**src/rtl/ra_stack_ctrl_pkg.sv**
```systemverilog
// Shared CPU definitions for the return-address stack: default sizes and the
// push/pop operation encoding.
package ra_stack_ctrl_pkg;

  localparam int unsigned RaDefaultAw    = 10;
  localparam int unsigned RaDefaultDepth = 8;

  typedef enum logic [1:0] {
    OpNone = 2'b00,
    OpPush = 2'b01,
    OpPop  = 2'b10,
    OpRepl = 2'b11
  } ra_op_e;

  // Encoding is {pop, push}, so the strobes map straight onto the enum.
  function automatic ra_op_e ra_op_decode(input logic push, input logic pop);
    return ra_op_e'({pop, push});
  endfunction

endpackage

```
**src/rtl/ra_mem.sv**
```systemverilog
// Return-address entry array: one synchronous write port, one asynchronous
// read port.
module ra_mem #(
  parameter int unsigned Width = 10,
  parameter int unsigned Depth = 8
) (
  input  logic                     clk,
  input  logic                     we,
  input  logic [$clog2(Depth)-1:0] waddr,
  input  logic [Width-1:0]         wdata,
  input  logic [$clog2(Depth)-1:0] raddr,
  output logic [Width-1:0]         rdata
);

  logic [Width-1:0] mem_q [Depth];

  always_ff @(posedge clk) begin
    if (we) begin
      mem_q[waddr] <= wdata;
    end
  end

  assign rdata = mem_q[raddr];

endmodule

```
**src/rtl/ra_stack_ctrl.sv**
```systemverilog
// Return-address stack controller: stack pointer, sticky error flags and a
// zero-latency top-of-stack output for the PC mux.
module ra_stack_ctrl
  import ra_stack_ctrl_pkg::*;
#(
  parameter int unsigned AW    = RaDefaultAw,
  parameter int unsigned DEPTH = RaDefaultDepth
) (
  input  logic                   clk,
  input  logic                   reset,
  input  logic                   s_subrutina,
  input  logic                   s_ra,
  input  logic [AW-1:0]          pc_ret,
  input  logic                   clr_err,
  output logic [AW-1:0]          ra_out,
  output logic [$clog2(DEPTH):0] depth,
  output logic                   full,
  output logic                   empty,
  output logic                   ovf,
  output logic                   unf
);

  localparam int unsigned IdxW = $clog2(DEPTH);
  localparam int unsigned SpW  = IdxW + 1;

  logic [SpW-1:0]  sp_q, sp_d;
  logic            ovf_q, ovf_d;
  logic            unf_q, unf_d;
  logic            is_full, is_empty;
  logic            mem_we;
  logic [IdxW-1:0] waddr, top_idx;
  logic [AW-1:0]   top_data;
  ra_op_e          op;

  assign op       = ra_op_decode(s_subrutina, s_ra);
  assign is_full  = (sp_q == SpW'(DEPTH));
  assign is_empty = (sp_q == '0);
  assign top_idx  = IdxW'(sp_q - SpW'(1));

  always_comb begin
    sp_d   = sp_q;
    ovf_d  = ovf_q & ~clr_err;
    unf_d  = unf_q & ~clr_err;
    mem_we = 1'b0;
    waddr  = IdxW'(sp_q);

    unique case (op)
      OpNone: begin
      end
      OpPush: begin
        if (is_full) begin
          ovf_d = 1'b1;
        end else begin
          mem_we = 1'b1;
          sp_d   = sp_q + SpW'(1);
        end
      end
      OpPop: begin
        if (is_empty) begin
          unf_d = 1'b1;
        end else begin
          sp_d = sp_q - SpW'(1);
        end
      end
      OpRepl: begin
        mem_we = 1'b1;
        if (is_empty) begin
          // Nothing to return to: degrade to a plain push, but flag it.
          sp_d  = SpW'(1);
          unf_d = 1'b1;
        end else begin
          waddr = top_idx;
        end
      end
    endcase

    if (reset) begin
      mem_we = 1'b0;
    end
  end

  always_ff @(posedge clk) begin
    if (reset) begin
      sp_q  <= '0;
      ovf_q <= 1'b0;
      unf_q <= 1'b0;
    end else begin
      sp_q  <= sp_d;
      ovf_q <= ovf_d;
      unf_q <= unf_d;
    end
  end

  ra_mem #(
    .Width (AW),
    .Depth (DEPTH)
  ) u_ra_mem (
    .clk   (clk),
    .we    (mem_we),
    .waddr (waddr),
    .wdata (pc_ret),
    .raddr (top_idx),
    .rdata (top_data)
  );

  assign ra_out = is_empty ? '0 : top_data;
  assign depth  = sp_q;
  assign full   = is_full;
  assign empty  = is_empty;
  assign ovf    = ovf_q;
  assign unf    = unf_q;

endmodule
```
**config.mk**
```make
export PLATFORM = sky130hd
export DESIGN_NAME = ra_stack_ctrl
export DESIGN_NICKNAME = d
export VERILOG_FILES = /design/src/rtl/ra_stack_ctrl_pkg.sv /design/src/rtl/ra_mem.sv /design/src/rtl/ra_stack_ctrl.sv
export SDC_FILE = /design/constraint.sdc
export NUM_CORES = 1
export LEC_CHECK = 0
export ABC_AREA = 1
export CAP_MARGIN = 0
export CORE_MARGIN = 3
export CORE_UTILIZATION = 35
export CTS_CLUSTER_SIZE = 14
export DETAILED_ROUTE_END_ITERATION = 8
export PLACE_DENSITY = 0.63
export RECOVER_POWER = 25
export SYNTH_ARGS = -nofsm -noshare
export SYNTH_HDL_FRONTEND = slang
export SYNTH_SLANG_ARGS = --single-unit
```
**constraint.sdc**
```tcl
create_clock -name clk -period 7.33 [get_ports clk]
set_clock_uncertainty 0.05 [all_clocks]
set_input_delay 1.466 -clock clk [delete_from_list [all_inputs] [get_ports clk]]
set_output_delay 1.466 -clock clk [all_outputs]
set_load 0.02 [all_outputs]
```
### Word-level counts from Yosys, hierarchy flattened

Memories as Yosys holds them, arrays and structs flattened.
Cells that the tools add are included.

* register bits after elaboration: 6
* RAM bits: 80
* bits of input ports: 15
* memories: 1

* $add $sub $neg: 2
* eq/ne operators: 7
* muxes and demuxes: 16
* bitwise operators: 3
* reduce and logical (&&, ||, !) cells: 4

Memory list
* u_ra_mem.mem_q: depth 8, width 10, rd ports 1, clocked after memory_dff 0, wr ports 1, line ra_mem.sv:15 `logic [Width-1:0] mem_q [Depth];`

Operators with widths (number)
* $mux W4: 3
* $pmux W4 S3: 1
* $mux W10: 1
* $mux W1: 8
* $mux W3: 2
* $ne A2 B2 Y1 const B: 3
* $add A4 B1 Y4 const B: 1
* $eq A2 B2 Y1 const B: 2
* $eq A4 B4 Y1 const B: 1
* $logic_not A4 Y1: 1
* $reduce_and A4 Y1: 1
* $sub A4 B1 Y4 const B: 1
* $reduce_bool A3 Y1: 1
* $and A1 B1 Y1: 2
* $eq A2 B1 Y1 const B: 1
* $pmux W1 S2: 1
* $reduce_or A2 Y1: 1
* $not A1 Y1: 1

### Logic depth before layout (Yosys ltp)

* word-level depth: 6
* mapped depth: 13

### By module

Synthesis repeated with hierarchy kept, for this count alone.

* cell total of the unflattened synthesis: 481
* area total of the unflattened synthesis: 4235.3 um^2

By module, submodules not included
* ra_mem: instances 1, cells an instance 364, area an instance 3613.5 um^2, sequential area each 2402.3 um^2
* ra_stack_ctrl: instances 1, cells an instance 117, area an instance 621.8 um^2, sequential area each 120.1 um^2

### Worst setup path before layout

No wires, ideal clock.

* kind: register to output
* start point: register sp_q[0], in the netlist depth[0]
* end point: output port ra_out[0]
* arrival time: 2.086 ns
* setup slack: 3.728 ns
* cell stages (with the launch flop): 11
* path buffers: 3
* cell sequence: dfxtp_1 buf_2 inv_4 buf_4 ha_1 inv_1 clkbuf_1 o21ai_0 o22ai_1 nor2_1 nor2_1

* longest elaborated chain between the ends: 3

Ends and longest elaborated chain
* start: declaration: line ra_stack_ctrl.sv:26 `logic [SpW-1:0] sp_q, sp_d;`
* start signal: assignment: line ra_stack_ctrl.sv:88 `sp_q <= sp_d;`
* $sub A4 B1 Y4
* $mem_v2 Z8 W10
* $mux W10 (*): line ra_stack_ctrl.sv:106 `assign ra_out = is_empty ? '0 : top_data;`
* end: declaration: line ra_stack_ctrl.sv:15 `output logic [AW-1:0] ra_out,`

Mark *: on every way between the ends. The rest lies on a longest branch, timed or not.

### Final worst setup path

* start point: register sp_q[0], in the netlist depth[0]
* end point: output port ra_out[9]

The elaborated chain is that of the path after synthesis.

==> summary.md <==
| Metric | Value |
|---|---|
| Mapped cell area | `3750 µm²` |
| P&R area growth vs syn | `15.9%` |
| Clock sink count | `86` |
| Post-synth top area share | `0.640` |
| Total GRT Usage | `0.146` |
| Compound-Gate Fraction of Synth Area | `0.107` |
| Synthesized area per cell | `10.7 µm²` |
| Layout cells sized above 1 | `0.0862` |
| RSZ-0062 raised after global routing | `no` |
| Critical Path Sink Type | `primary output` |
| CP bufs+invs | `3` |
| Critical-path top delay cell | `ha_1` |
| Ys flop type | `edfxtp_1` |
| Die Ht | `~110 µm` |
| Full die area | `approximately 12000 µm²` |
| Critical-path maximum fanout | `46` |
| WP data arrival | `3.50 ns` |
| Status | `completed` |
| Final setup vio count | `0` |
| Async set-reset flop share out of synthesis | `0` |
| Largest net degree at the start of global routing | `47` |
| I/O pin total | `33` |
| Minimum clock period | `~5.0 ns` |
| Wire per inst | `between 15 and 20 µm` |
| Max capacitance violation total | `0` |
| CP Launch Type | `register` |
| Die X | `approximately 110 µm` |
| Clk_lat worst skew | `roughly 0.35 ns` |
| CTS Hold Buffers Added | `0` |
| Post-Route WL | `roughly 8200 µm` |
| Post-Syn Instances | `between 300 and 400` |
| CP dominant cell by count | `nor2_1` |
| Worst Path Required | `between 5 and 6 ns` |
| Post-synth cell types | `27` |
| Fin crit share | `0.684` |
| Final hold violation count | `0` |
| DRT Pass-1 Iters | `4` |
| DP Wirelength | `slightly above 5000 µm` |
| Fillers | `about 1000` |
| Bufs on Longest Clock Path | `2` |
| N_diodes | `0` |
| Via count | `around 2600` |
| Largest stage delay, worst path | `0.70 ns` |
| Mux share of post-synthesis cell area | `0` |
| Placed Cells | `~500` |
| Yosys reg bits | `between 80 and 90` |
| Sequential cell area fraction in the yosys report | `0.672` |
| Cell taking the most area after synthesis | `edfxtp_1` |
| Ys Warns | `0` |
| Setup Fix Bufs, Post-CTS | `0` |
| Area contributors post-synth | `edfxtp_1 (64%), nor2_1 (9.3%), o21ai_0 (5.7%)` |
| Vias per cell | `5.02` |
| CTS tree | `done` |
| Post-Synth XOR/XNOR Area | `0.00433` |
| GRT overflow | `0` |
| Initial antenna violation count | `0` |
| FP Rows | `37` |
| Vias in the first global route | `2555` |
| CTS H-tree lvls | `3` |
| Synth Area in Simple Gates | `0.162` |
| Nets@finish | `about 400` |
| P_leak | `about 1.5 nW` |
| Clock slew at reported path FFs | `0.09 ns` |
| Worst-path cell chain | `inv_4 > ha_1 > inv_1 > o21ai_0 > o22ai_1 > nor2_1 > nor2_1 > clkdlybuf4s50_1` |
| Core Area | `around 10000 µm²` |
| # DRC | `0` |
| Root Driver | `clkbuf_8` |
| EDFF count, synth | `80` |
| Synth cell count leaders | `nor2_1 (93), edfxtp_1 (80), nand2_1 (44), o21ai_0 (43), inv_1 (16)` |
| Setup TNS | `0 ns` |
| Power density cells | `296 nW/µm²` |
| 1st-iter DRT viols | `about 210` |
| CTS Buf Count | `9` |
| Most numerous cell in the Yosys netlist | `nor2_1` |
| Adder-Cell Fraction of Synth Area | `0.00666` |
| Post-Syn Nets | `about 370` |
| Main combinational cell family by area after synthesis | `simple AND/OR/NAND/NOR gates` |
| Relative slew margins | `0.172` |
| Critical setup path kind | `register to primary output` |
| Slew Viols, Final | `0` |
| First-pass GRT wire length | `around 13000 µm` |
| Maximum clock rate | `199 MHz` |
| Port buffer count | `32` |
| PostCTS Resize Cnt | `0` |
| Worst-margin pin slew | `~1.2 ns` |
| Detail Route Antenna Nets | `0` |
| Initial Util | `0.362` |
| Top delay family on crit path | `buffers and inverters` |
| Hold Crit Class | `register to register` |
| Placer congestion estimate | `around 0.86` |
| Post-Layout Cell Count | `approximately 520` |
| Peak supply drop | `about 0.21 mV` |
placed cells by master (no fill, tap or decap), drive strengths merged, types with 6 or more instances in the layout:
cell           synthesis  final
o21ai                 44     44
inv                   20     24
clkdlybuf4s50          0     25
nand3                  7      7
nand2                 49     49
nor2                  95     95
o211ai                10     10
clkbuf                 5      9
edfxtp                80     80
dfxtp                  6      6
a21oi                  6      6
dlygate4sd3            0      7
o22ai                 11     11
per-layer routing:
metal	share of wire	vias up	global-route usage
met1	0.46	1272	0.197
met3	0.063	10	0.0429
met4	0.0069	0	0.0258
met5	0	-	0
met2	0.47	63	0.239
li1	-	1262	-
state kept, by name (all words and copies together) (netlist names):
register and cells:
u_ra_mem.mem_q 80, depth 4, ovf 1, unf 1
path summary, 6_finish.rpt:
path | start | cells past startpoint | to | slack [ns]
max | depth[0] | 8 | ra_out[9] | 2.31
min | ovf | 2 | ovf | 0.42
max reg2reg | depth[0] | 6 | u_ra_mem.mem_q[0][9] | 3.46
min reg2reg | ovf | 2 | ovf | 0.42
worst register-to-register path, delay by kind of cell (launching register included):
| family | cells | cell delay (ns) |
|---|---|---|
| compound gates | 1 | 0.29 |
| buf+inv | 2 | 0.63 |
| flops | 1 | 0.38 |
| simple gates | 2 | 1.07 |
| fa+ha+maj | 1 | 1.06 |
where the power goes:
part           leakage, nW  internal [W]  total [W]  switching [W]
Combinational        0.681      0.000144   0.000403       0.000259
Sequential           0.772      0.000557   0.000569      0.0000119
Clock               0.0953      0.000131   0.000318       0.000187
cell families (layout without fill, tap and decap cells):
logic type,count (synthesis),in the layout
simple gates,152,152
flops,86,86
compound gates,71,71
buf+inv,38,71
fa+ha+maj,2,2
xor+xnor,1,1
stage by stage:
stage,hold slack [ns],utilization,area [µm²],power [W],setup slack (ns)
6_report,0.420,0.420,4350,0.00129,2.31
5_1_grt,0.448,0.420,4350,0.00137,2.03
4_1_cts,0.426,0.420,4350,0.00130,2.30
3_5_place_dp,0.412,0.401,4160,0.000984,2.71
3_3_place_gp,0.406,0.401,4160,0.000979,2.75
2_1_floorplan,0.484,-,3750,0.000842,3.73
layout make-up:
cell class | count | area (µm²) | area share
clock buffers | 9 | 124 | 0.0285
clock inverters | 7 | 66.3 | 0.0152
inverters | 21 | 82.6 | 0.0190
multi-input cells | 226 | 1050 | 0.242
flip-flops and latches | 86 | 2520 | 0.579
well taps | 136 | 170 | 0.0391
repair buffers | 34 | 335 | 0.0770
Note: power is estimated with default switching activity, not from simulation.
